$ cat src/rtl/jt900h_prefetch.sv
// Purpose : instruction prefetch byte queue; reads 16-bit LE words, presents the next 4 opcode bytes.
// Latency : pc_ld at edge N -> mem_rd at N+1; op/op_ok/pc are combinational from queue state.
// Backpressure: reads are issued only while free space >= 2; mem_rd is held until mem_ok.
//
// Ports:
//   clk, rst (sync, active low), cen (clock enable for all state)
//   pc_ld/pc_new : flush queue and restart fetching at pc_new (any alignment)
//   fetched      : bytes consumed by the control unit this cycle (0..3)
//   op/op_ok/pc  : next 4 bytes (op[7:0] oldest), level>=4, address of op[7:0]
//   mem_addr/mem_rd/mem_din/mem_ok : word read bus (mem_addr bit0 always 0)
//   fetch_err    : sticky consume-underflow flag
// Optional checker: define JT900H_PREFETCH_CHK_EN to build the fetch_err logic;
// otherwise fetch_err is tied low. Underflow clamping is identical in both builds.

module jt900h_prefetch #(
   parameter int QW = 8,
   parameter int AW = 24
) (
   input  logic          clk,
   input  logic          rst,
   input  logic          cen,
   input  logic          pc_ld,
   input  logic [AW-1:0] pc_new,
   input  logic [1:0]    fetched,
   output logic [31:0]   op,
   output logic          op_ok,
   output logic [AW-1:0] pc,
   output logic [AW-1:0] mem_addr,
   output logic          mem_rd,
   input  logic [15:0]   mem_din,
   input  logic          mem_ok,
   output logic          fetch_err
);

   localparam int PW = $clog2(QW);
   localparam int LW = PW + 1;

   typedef enum logic [1:0] {IDLE, REQ, DROP} state_t;

   state_t          st_q, st_d;
   logic [7:0]      buf_q [QW];
   logic [PW-1:0]   rd_q, rd_d, wr_q, wr_d;
   logic [LW-1:0]   lvl_q, lvl_d;
   logic [AW-1:0]   pc_q, pc_d, fa_q, fa_d, ma_q, ma_d;

   logic            we0, we1;
   logic [7:0]      wd0;
   logic [PW-1:0]   wa1;
   logic [LW-1:0]   fet_w, pop_n, push_n;
   logic            go_idle;

   assign fet_w = LW'(fetched);
   assign wa1   = wr_q + PW'(1);

   always_comb begin
      st_d    = st_q;
      rd_d    = rd_q;
      wr_d    = wr_q;
      lvl_d   = lvl_q;
      pc_d    = pc_q;
      fa_d    = fa_q;
      ma_d    = ma_q;
      we0     = 1'b0;
      we1     = 1'b0;
      wd0     = mem_din[7:0];
      pop_n   = '0;
      push_n  = '0;
      go_idle = 1'b0;

      if (pc_ld) begin
         // Flush: consume count and any returning data are ignored this cycle.
         rd_d  = '0;
         wr_d  = '0;
         lvl_d = '0;
         pc_d  = pc_new;
         fa_d  = pc_new;
         if (st_q != IDLE && !mem_ok) st_d = DROP;
         else                         go_idle = 1'b1;
      end else begin
         // Underflow clamps the pop to what is held, but pc follows the consumer.
         pop_n = (fet_w > lvl_q) ? lvl_q : fet_w;
         pc_d  = pc_q + AW'(fetched);
         case (st_q)
            IDLE: go_idle = 1'b1;
            REQ: begin
               if (mem_ok) begin
                  go_idle = 1'b1;
                  we0     = 1'b1;
                  if (fa_q[0]) begin
                     // Odd fetch address: only the upper byte belongs to the stream.
                     wd0    = mem_din[15:8];
                     push_n = LW'(1);
                  end else begin
                     we1    = 1'b1;
                     push_n = LW'(2);
                  end
               end
            end
            DROP: if (mem_ok) go_idle = 1'b1;
            default: go_idle = 1'b1;
         endcase
         rd_d  = rd_q + PW'(pop_n);
         wr_d  = wr_q + PW'(push_n);
         lvl_d = lvl_q - pop_n + push_n;
         fa_d  = fa_q + AW'(push_n);
      end

      // Returning to IDLE re-arms immediately when there is room, so a new
      // request can follow a completed one in the same cycle.
      if (go_idle) begin
         st_d = IDLE;
         if ((LW'(QW) - lvl_d) >= LW'(2)) begin
            st_d = REQ;
            ma_d = {fa_d[AW-1:1], 1'b0};
         end
      end
   end

   always_ff @(posedge clk) begin
      if (!rst) begin
         st_q  <= IDLE;
         rd_q  <= '0;
         wr_q  <= '0;
         lvl_q <= '0;
         pc_q  <= '0;
         fa_q  <= '0;
         ma_q  <= '0;
         for (int i = 0; i < QW; i++) buf_q[i] <= '0;
      end else if (cen) begin
         st_q  <= st_d;
         rd_q  <= rd_d;
         wr_q  <= wr_d;
         lvl_q <= lvl_d;
         pc_q  <= pc_d;
         fa_q  <= fa_d;
         ma_q  <= ma_d;
         if (we0) buf_q[wr_q] <= wd0;
         if (we1) buf_q[wa1]  <= mem_din[15:8];
      end
   end

   assign op       = {buf_q[rd_q + PW'(3)], buf_q[rd_q + PW'(2)],
                      buf_q[rd_q + PW'(1)], buf_q[rd_q]};
   assign op_ok    = (lvl_q >= LW'(4));
   assign pc       = pc_q;
   assign mem_addr = ma_q;
   assign mem_rd   = (st_q != IDLE);

`ifdef JT900H_PREFETCH_CHK_EN
   logic err_q;

   always_ff @(posedge clk) begin
      if (!rst) begin
         err_q <= 1'b0;
      end else if (cen && !pc_ld && fetched != 2'd0 && (fet_w > lvl_q || !op_ok)) begin
         err_q <= 1'b1;
      end
   end

   assign fetch_err = err_q;
`else
   assign fetch_err = 1'b0;
`endif

endmodule

$ cat config.mk
export PLATFORM = sky130hd
export DESIGN_NAME = jt900h_prefetch
export DESIGN_NICKNAME = d
export VERILOG_FILES = /design/src/rtl/jt900h_prefetch.sv
export SDC_FILE = /design/constraint.sdc
export NUM_CORES = 1
export LEC_CHECK = 0
export ABC_AREA = 1
export CAP_MARGIN = 10
export CORE_MARGIN = 1.5
export CORE_UTILIZATION = 55
export CTS_CLUSTER_SIZE = 40
export DETAILED_ROUTE_END_ITERATION = 7
export PLACE_DENSITY = 0.9
export SYNTH_ARGS = -nofsm -noshare
export SYNTH_HDL_FRONTEND = slang
export SYNTH_SLANG_ARGS = --single-unit
$ cat constraint.sdc
create_clock -name clk -period 5.75 [get_ports clk]
set_input_delay 1.15 -clock clk [delete_from_list [all_inputs] [get_ports clk]]
set_output_delay 1.15 -clock clk [all_outputs]
set_load 0.005 [all_outputs]
Word-level counts from Yosys, hierarchy flattened
Memories as Yosys holds them, arrays and structs flattened. A register that Yosys moved wholly into a read port is not among the register bits.
Cells that the tools add are included.
Widths: inputs -> output; s select.

cells by class
  add/sub/neg operators = 11
  mux-type cells = 45
  eq/ne operators = 2
  $lt $le $gt $ge = 3
  reduce and logical (&&, ||, !) cells = 10

operator list
  operator             count
  $mux 24              2
  $mux 8               6
  $add 24x2->24        1
  $add 24x4->24        1
  $mux 1               22
  $mux 3               6
  $reduce_or 8->1      2
  $mux 2               6
  $mux 4               3
  $add 3x1->3 const B  2
  $add 3x2->3 const B  2
  $add 3x3->3          2
  $reduce_and 3->1     2
  $reduce_bool 2->1    3
  $add 4x4->4          1
  $ge 4x2->1 const B   1
  $ge 4x3->1 const B   1
  $gt 2x4->1           1
  $sub 4x4->4          1
  $sub 4x4->4 const A  1
  $eq 2x1->1 const B   1
  $eq 2x2->1 const B   1
  $reduce_or 2->1      1
  $logic_and 1x1->1    1
  $logic_not 1->1      1

storage, ports and cells
  input bits = 47
  memories kept = 1
  logic and storage cells = 79
  bits in registers = 83
  output and inout bits = 83
  RAM bits = 64

memory list
  name   depth  bits a word  rd ports  clocked after memory_dff  wr ports  RTL line  text
  buf_q  8      8            4         1                         8         41        logic [7:0] buf_q [QW];

Depth between registers and ports, before layout
  depth in word-level cells = 10
  mapped depth = 25
  depth with buffers taken out = 24

Worst setup path before layout
Ideal clock, no wire load.

  kind = input -> register
  start = input port fetched[1]
  end = register ma_q[15] (netlist: mem_addr[15])
  path slack = 1268 ps
  arrival time = 4369 ps
  stages = 22
  buffers on the path = 1
  setup time = 113 ps
  cell sequence = ha_1 -> inv_1 -> o21bai_1 -> nand2_1 -> a21oi_1 -> o21ai_0 -> fa_1 -> inv_1 -> fa_1 -> inv_1 -> nor2_1 -> inv_1 -> ha_1 -> nand4_1 -> nand3_1 -> nor2_1 -> nand3_2 -> nand2_2 -> buf_4 -> nand2_1 -> nand2_1 -> nor2_1

on the way
  cells in the longest elaborated chain, start to end = 8

ends and longest elaborated chain
  element                                RTL line  text
  start: declaration                     24        input logic [1:0] fetched,
  $gt 2x4->1                             81        pop_n = (fet_w > lvl_q) ? lvl_q : fet_w;
  $mux 4 (*)                             81
  $sub 4x4->4 (*)                        104       lvl_d = lvl_q - pop_n + push_n;
  $add 4x4->4 (*)                        104
  $mux 4 (*)                             70        if (pc_ld) begin
  via lvl_d[1]                           43        logic [LW-1:0] lvl_q, lvl_d;
  $sub 4x4->4 (*)                        112       if ((LW'(QW) - lvl_d) >= LW'(2)) begin
  $ge 4x2->1 (*)                         112
  $reduce_and 3->1 (no source line) (*)  n/a
  end signal: assignment                 136       ma_q <= ma_d;
  end: declaration                       44        logic [AW-1:0] pc_q, pc_d, fa_q, fa_d, ma_q, ma_d;

The timed path passes the listed nets; every way through them passes the cells marked *.
A chain may end at the register's enable or synchronous reset.

Worst setup path in the final report
  start = input port fetched[1]
  end = register ma_q[21] (netlist: mem_addr[21])

Same word-level chain as after synthesis.

==> flow_metrics.tcl <==
set metrics [dict create \
    cts_root_buf "clkbuf_16" \
    drt_iter0_drc 1523 \
    fin_nets 1581 \
    routed_wirelength_um 31600 \
    final_core_util_pct 67.7 \
    ys_warn_count 0 \
    initial_utilization_pct 56.8 \
    slew_headroom_pct 49.1 \
    setup_viol_count_final 0 \
    cts_resized 0 \
    dp_hpwl_um 23100 \
    async_flop_share_pct 0 \
    status "finished clean" \
    grt_max_degree 79 \
    io_pins 130 \
    fillers 1383 \
    syn_inst 1420 \
    gp_congestion 0.956 \
    vdd_drop_max_v 0.000218 \
    synth_top_cell_area_share_pct 19.4 \
    grt_overflow 0 \
    syn_avg_cell_area_sq_um 6.96 \
    cts_sinks 150 \
    drtAntennaViolNets 0 \
    fin_skew_ns 0.00704 \
    cts_buffers 17 \
    htree_levels 4 \
    avgRoutedWirePerCell_um 18.1 \
    fin_ws_ns 0.701 \
    synth_edf_count 64 \
    regArea_sq_um 3640 \
    max-cap-violations 0 \
    hold_violations 0 \
    grt_pass1_vias 9637 \
    clock_tree.buffer_depth 2 \
    post-route-period-util_pct 87.8 \
    hold_path.class "reg -> reg" \
    drc_errors 0 \
    max_freq_ghz 0.198 \
    grt_usage_pct 33.9 \
    synth_top_area_cell "edfxtp_1" \
    die_h_um 137 \
    cts_setup_buffers 0 \
    drive_above_1_share_pct 5.20 \
    worst_pin_slew_ns 0.761 \
    dieArea_sq_um 18800 \
    numPortBuffers 127 \
    placementRows 48 \
    p_leak_uw 0.00476 \
    n_antenna_cell 0 \
    synth-seq-cells 150 \
    clk_pin_slew_ns 0.06 \
    vias 10700 \
    via_per_inst 6.14 \
    grt_pass1_wl_um 49100 \
    cp.arrival_ns 5.38 \
    synthToLayoutAreaGrowth_pct 19.3 \
    min_period_ns 5.05 \
    cp-start-kind "primary input" \
    cts_tree "yes" \
    yosys-top-cells-count "311 x nand2_1, 179 x o21ai_0, 150 x nor2_1, 134 x inv_1, 108 x a21oi_1" \
    synth_cell_type_count 44 \
    yosysSeqAreaShare_pct 36.9 \
    ys.flop_type "dfxtp_1" \
    drtPass1Iterations 7 \
    rsz0062_at_grt "false" \
    end_kind "flop" \
    antenna_found_initial 0 \
    dieWidth_um 137 \
    setup_tns_ns 0 \
    yosysMostFrequentCell "nand2_1" \
    post-place-ws_ns 0.253 \
    syn_area_sq_um 9880 \
    cts_hold_buf 0 \
    multiInputGateArea_sq_um 5390 \
    cp_max_fo 21 \
    powerDensity_nw_per_um2 281 \
    drv_slew 0 \
    crit_type "in -> reg" \
    clock_latency_ns 0.43 \
    worst_hold_slack_ns 0.500 \
    synth_area_leaders "edfxtp_1 19%, dfxtp_1 17%, nand2_1 12%, o21ai_0 9.1%, nor2_1 5.7%" \
    worstPathRequired_ns 6.08 \
    core_area_sq_um 17400 \
]
==> logic make-up after synthesis <==
group | after synthesis | synth area share [%]
AND/OR/NAND/NOR | 589 | 25.2
AO/OA/AOI/OAI | 421 | 24.1
buffers and inverters | 218 | 8.63
flip-flops | 150 | 36.9
adder cells (fa/ha/maj) | 27 | 3.87
XOR/XNOR | 14 | 1.24
other | 1 | 0.0379
==> final timing paths <==
kind / start / endpoint / slack, ns / cells past startpoint
worst min-delay path: mem_addr[4] / mem_addr[4] / 0.50 / 2
worst max-delay path: fetched[1] / mem_addr[21] / 0.70 / 22
worst max register to register: lvl_q[1] / mem_addr[21] / 1.41 / 22
worst min register to register: mem_addr[4] / mem_addr[4] / 0.50 / 2
==> layout by cell type (no fill, tap or decap), types with 9 or more instances in the layout <==
master / netlist / layout
clkdlybuf4s50_1: 0 / 125
clkinv_1: 11 / 13
ha_1: 21 / 21
o21ai_0: 179 / 179
clkbuf_16: 0 / 17
nand2_1: 311 / 311
inv_1: 134 / 134
o211ai_1: 9 / 9
nor2_1: 150 / 150
nand3b_1: 10 / 10
nand4_1: 10 / 10
buf_4: 7 / 9
edfxtp_1: 64 / 64
o22a_1: 16 / 16
a21oi_1: 108 / 108
dfxtp_1: 86 / 85
nand2_2: 18 / 18
a31oi_1: 19 / 19
o22ai_1: 69 / 69
nand3_1: 66 / 66
nor3_1: 14 / 14
==> power by group <==
group / switching, uW / leakage, uW / internal [uW]
clock: 442 / 0.000271 / 689
combinational: 499 / 0.00312 / 396
sequential: 87.5 / 0.00137 / 1200
total: 1030 / 0.00476 / 2280
==> metal layers <==
layer	vias to the layer above	global-route usage, %	part of all wire, %
met5	-	0	0
met3	118	6.63	9.8
li1	5008	-	-
met4	0	16.4	4.2
met2	710	56.1	47
met1	4871	42.4	39
==> stage by stage <==
step	std cells	cell area [sq um]	power [uW]
detailed placement	1713	11200	2180
CTS	1745	11800	3290
floorplan	1421	9890	1790
global route	1745	11800	3450
global placement	1713	11200	2150
finish	1745	11800	3310
==> state kept, by name, indices dropped and copies added, names as in the netlist, named ones only <==
register / count
st_q: 2
rd_q: 3
mem_addr: 23
fa_q: 24
buf_q: 64
wr_q: 3
lvl_q: 4
pc: 24
==> worst max-delay path, stage by stage <==
cell	delay (ns)
clkdlybuf4s50_1	0.45
ha_1	0.32
inv_1	0.04
o21bai_1	0.11
nand2_1	0.06
a21oi_1	0.32
o21ai_0	0.25
fa_1	0.55
inv_1	0.07
fa_1	0.55
inv_1	0.04
nor2_1	0.13
inv_1	0.08
ha_1	0.19
nand4_1	0.08
nand3_1	0.09
nor2_1	0.14
nand3_2	0.19
nand2_2	0.33
nand2_1	0.10
nand2_1	0.07
nor2_1	0.04
==> cell type report <==
type | count | area share [%]
Clock inverter | 10 | 1.12
Sequential cell | 150 | 30.9
Clock buffer | 22 | 3.85
Inverter | 149 | 4.74
Timing Repair Buffer | 136 | 11.3
Tap cell | 225 | 2.39
Multi-Input combinational cell | 1053 | 45.7
(Power assumes the default switching activity.)
